==> config.mk <==
export PLATFORM = sky130hd
export DESIGN_NAME = uart_baud_ctrl
export DESIGN_NICKNAME = d
export VERILOG_FILES = /design/src/rtl/uart_baud_ctrl.sv
export SDC_FILE = /design/constraint.sdc
export NUM_CORES = 1
export LEC_CHECK = 0
export ABC_AREA = 1
export CORE_MARGIN = 3
export CORE_UTILIZATION = 55
export DETAILED_ROUTE_END_ITERATION = 8
export GPL_TIMING_DRIVEN = 1
export PLACE_DENSITY = 0.77
export SLEW_MARGIN = 20
export SYNTH_ARGS = -nofsm -noshare
export SYNTH_HDL_FRONTEND = slang
export SYNTH_SLANG_ARGS = --single-unit
==> constraint.sdc <==
create_clock -name clk -period 3.45 [get_ports clk]
set_clock_uncertainty 0.1 [all_clocks]
set_input_delay 0.69 -clock clk [delete_from_list [all_inputs] [get_ports clk]]
set_output_delay 0.69 -clock clk [all_outputs]
set_load 0.01 [all_outputs]
==> src/rtl/uart_baud_ctrl.sv <==
// Shared baud-tick scheduler for the UART RX/TX channels.
// One programmable divisor; independent per-channel tick phases.
module uart_baud_ctrl #(
  parameter int DIV_W       = 16,
  parameter int DEFAULT_DIV = 27,
  parameter int B_TICK      = 16
) (
  input  logic             clk,
  input  logic             rst,
  input  logic             cfg_valid,
  input  logic [DIV_W-1:0] cfg_div,
  output logic             cfg_ready,
  input  logic             rx_en,
  output logic             rx_tick,
  input  logic             tx_en,
  output logic             tx_tick,
  output logic [DIV_W-1:0] active_div,
  output logic             cfg_pending,
  output logic             busy
);

  localparam int OS_W = (B_TICK > 1) ? $clog2(B_TICK) : 1;
  localparam logic [OS_W-1:0] OS_LAST = OS_W'(B_TICK - 1);
  localparam logic [DIV_W-1:0] DIV_MIN = DIV_W'(2);

  logic [DIV_W-1:0] pend_div;
  logic [DIV_W-1:0] div_last;
  logic [DIV_W-1:0] div_clamp;
  logic [DIV_W-1:0] rx_cnt;
  logic [DIV_W-1:0] tx_cnt;
  logic [OS_W-1:0]  tx_os;
  logic             rx_wrap;
  logic             tx_wrap;
  logic             idle;

  // Handshake, status and tick decode
  always_comb begin
    busy      = rx_en | tx_en;
    idle      = ~busy;
    cfg_ready = ~cfg_pending;
    div_last  = active_div - DIV_W'(1);
    div_clamp = (cfg_div < DIV_MIN) ? DIV_MIN : cfg_div;
    rx_wrap   = (rx_cnt == div_last);
    tx_wrap   = (tx_cnt == div_last);
    rx_tick   = rx_en & rx_wrap;
    tx_tick   = tx_en & tx_wrap & (tx_os == OS_LAST);
  end

  // Divisor capture; new value only lands while both channels are idle
  always_ff @(posedge clk or negedge rst) begin
    if (!rst) begin
      active_div  <= DIV_W'(DEFAULT_DIV);
      pend_div    <= DIV_W'(DEFAULT_DIV);
      cfg_pending <= 1'b0;
    end else if (cfg_pending & idle) begin
      active_div  <= pend_div;
      cfg_pending <= 1'b0;
    end else if (cfg_valid & cfg_ready) begin
      pend_div    <= div_clamp;
      cfg_pending <= 1'b1;
    end
  end

  // RX oversample prescaler, phase restarts on every enable
  always_ff @(posedge clk or negedge rst) begin
    if (!rst) begin
      rx_cnt <= '0;
    end else if (!rx_en) begin
      rx_cnt <= '0;
    end else begin
      rx_cnt <= rx_wrap ? '0 : rx_cnt + DIV_W'(1);
    end
  end

  // TX prescaler plus oversample counter giving one tick per bit
  always_ff @(posedge clk or negedge rst) begin
    if (!rst) begin
      tx_cnt <= '0;
      tx_os  <= '0;
    end else if (!tx_en) begin
      tx_cnt <= '0;
      tx_os  <= '0;
    end else begin
      tx_cnt <= tx_wrap ? '0 : tx_cnt + DIV_W'(1);
      if (tx_wrap) begin
        tx_os <= (tx_os == OS_LAST) ? '0 : tx_os + OS_W'(1);
      end
    end
  end

endmodule

==> impl_metrics.ini <==
[outcome]
status = finished clean

[critical_path]
cp_max_fo = 3
timing.critical_path.required_ns = 2.66
critPathArrivalTime_ns = 2.46
critPathCaptureType = output port
worstSetupPathType = reg2out
timing.critical_path.from_type = flip-flop
worst-r2r-setup-slack_ns = 0.95

[power_and_ir_drop]
net-switching-power_w = 0.00154
power.switching_fraction_pct = 44.5
comb_power_share_pct = 48.6
p_total_w = 0.00346
power.static_leakage_nw = 2.53
power.share.sequential_pct = 34.6
power.density_cell_area_mw_per_mm2 = 669
ir_worst_vdd_uv = 596
internal-power_w = 0.00192
power_frac_clock_pct = 16.9

[logic_synthesis]
ys_dominant_reg_cell = dfrtp_1
synth_async_sr_flop_share_pct = 100
synth.yosys.seq_area_share_pct = 39.4
synthesis.instances = 629
synth.avg_cell_area_sq_um = 7.01
mappedNetlistArea_sq_mm = 0.00441
ys_seq_elements = 69
synth.distinct_cells = 31
synthesis.nets = 654
yosys_warnings = 0
synth_enable_flop_cells = 0

[final_layout]
commonest_non_fill_non_tap_cell_in_the_layout = nand2_1
layout.nets = 707
drive_above_1_share_pct = 11.2
syn_to_layout_area_delta_pct = 17.3
fillCellCount = 734
mostFrequentLayoutCells = 189 x nand2_1, 97 x nand3_1, 77 x inv_1
num_antenna_cells = 0
final_util_pct = 66.6
final_cell_area_sq_mm = 0.00517

[clock_tree]
ctsHtreeMaxLevel = 3
clkLatencyLatePin_ns = 0.35
worst_setup_hold_path_clk_slew_ns = 0.07
post_cts_hold_buffer_count = 0
cts_root_buffer = clkbuf_8
clock_tree_from_tritoncts = yes
clock-sinks = 69
clock_tree.buffer_depth = 2
cts_made_buffers = 9

[sta]
slew_violations = 0
slew-limit-headroom_pct = 57.6
clock.fmax_ghz = 0.308
setup_viol = 0
holdWs_ns = 0.250
finalHoldViolations = 0
setup_tns_ns = 0
post-route-period-util_pct = 94.2
final_period_minus_worst_setup_slack_ns = 3.25
worst_margin_pin_slew_ns = 0.630

[flow_run]
drv_cap = 0

[routing]
first_pass_iters = 4
first_iter_violations = 228
drt.antenna.violating_nets = 0
routed_wire_length_per_instance_um = 14.2
routed_via_density = 5.31
remaining_drc_errors = 0
dr_total_vias = 4189
route.final.wire_length_mm = 11.2

[floorplan]
core-area_sq_mm = 0.00777
initial_cell_density_of_the_core_pct = 56.8
num_rows = 32
floorplan.die.height_um = 95.6
floorplan.die_area_sq_mm = 0.00913
die_w_um = 95.6
io_pins = 42

[place]
place_area_sq_mm = 0.00495
gpl.final_weighted_congestion = 0.936
hpwl_mm = 8.41
place.port_buffers = 41

[global_route]
largest_net_degree_at_the_start_of_global_routing = 70
antenna_found_initial = 0
first_global_vias = 4097
global_route_wire_length_before_repair_mm = 19.3
global_route.usage.total_pct = 27.0
grt-ovfl-total = 0

[hold_path]
worst_min_path_class = in2async
[registers in the layout, summed over array words and instances, names as in the netlist]
register     count
pend_div        16
rx_cnt          16
cfg_pending      1
tx_cnt          16
tx_os            4
active_div      16
[final timing paths]
path	to	cells past startpoint	from
max in group asynchronous	active_div[1]	2	rst
min in group clk	pend_div[4]	2	pend_div[4]
max reg2reg	tx_cnt[15]	13	active_div[1]
min	pend_div[15]	2	rst
max	rx_tick	10	active_div[1]
min reg2reg	pend_div[4]	2	pend_div[4]
[layer usage]
| layer | GRT usage [%] | share of wire (%) | wire, um | vias up |
|---|---|---|---|---|
| met3 | 5.37 | 4.3 | 476 | 25 |
| met1 | 34.5 | 44 | 4950 | 1942 |
| met4 | 8.65 | 2.1 | 230 | 0 |
| li1 | - | - | - | 2105 |
| met2 | 45.7 | 49 | 5520 | 117 |
| met5 | 0 | 0 | 0 | - |
[power by group through the flow]
stage / registers, W / clock network (W) / logic, W
2_1_floorplan: 0.00120 / 0 / 0.00106
3_3_place_gp: 0.00119 / 0 / 0.00156
3_5_place_dp: 0.00120 / 0 / 0.00159
4_1_cts: 0.00118 / 0.000588 / 0.00163
5_1_grt: 0.00122 / 0.000630 / 0.00192
6_report: 0.00120 / 0.000584 / 0.00168
[layout make-up]
type	count	area (sq um)	area share (%)
clock buffers	14	153	2.95
clock inverters	2	10.0	0.193
inverters	80	300	5.80
multi-input cells	471	2360	45.6
flip-flops and latches	69	1740	33.6
well taps	102	128	2.47
repair buffers	51	487	9.41
[critical path: stages, from the launching register on]
cell and delay [ns]:
dfstp_2 0.58, inv_1 0.06, ha_2 0.35, xor2_1 0.14, o21ai_0 0.11, nor2_1 0.12
nand3_1 0.11, nor3_2 0.18, nand3_2 0.13, nor2_2 0.08, dlygate4sd2_1 0.26
[synthesized netlist by cell type, drive strengths merged (4+ instances only)]
| cell type | n | area (sq um) |
|---|---|---|
| nor4 | 6 | 37.5 |
| o21ai | 23 | 115 |
| nand3b | 5 | 37.5 |
| nand4 | 13 | 81.3 |
| xor2 | 22 | 193 |
| nand2 | 198 | 773 |
| nand3 | 104 | 548 |
| clkbuf | 7 | 36.3 |
| ha | 4 | 50.1 |
| nor3 | 7 | 46.3 |
| nor2 | 83 | 388 |
| dfstp | 8 | 210 |
| dfrtp | 61 | 1530 |
| inv | 78 | 293 |
[repair_timing]
item,CTS,global route
pin swaps,4,2
endpoints found under the setup margin,2,2
gates resized for setup,7,11
setup buffers,1,1
[logic make-up (layout without fill, tap and decap cells)]
logic type	count (synthesis)	count (layout)	share of synthesized area [%]
and+or+nand+nor	418	418	43.6
buffers and inverters	89	147	8.26
DFF	69	69	39.4
AOI/OAI and AO/OA	25	25	2.84
xor gates and xnor gates	24	24	4.77
adders and majority gates	4	4	1.13
[per-stage QoR]
| stage | cells | setup slack, ns |
|---|---|---|
| after floorplan | 629 | 0.618 |
| after global placement | 771 | 0.152 |
| after detailed placement | 771 | 0.0548 |
| after CTS | 788 | 0.146 |
| after global routing | 789 | -0.0255 |
| final | 789 | 0.200 |
Power figures use the tool's default switching activity.
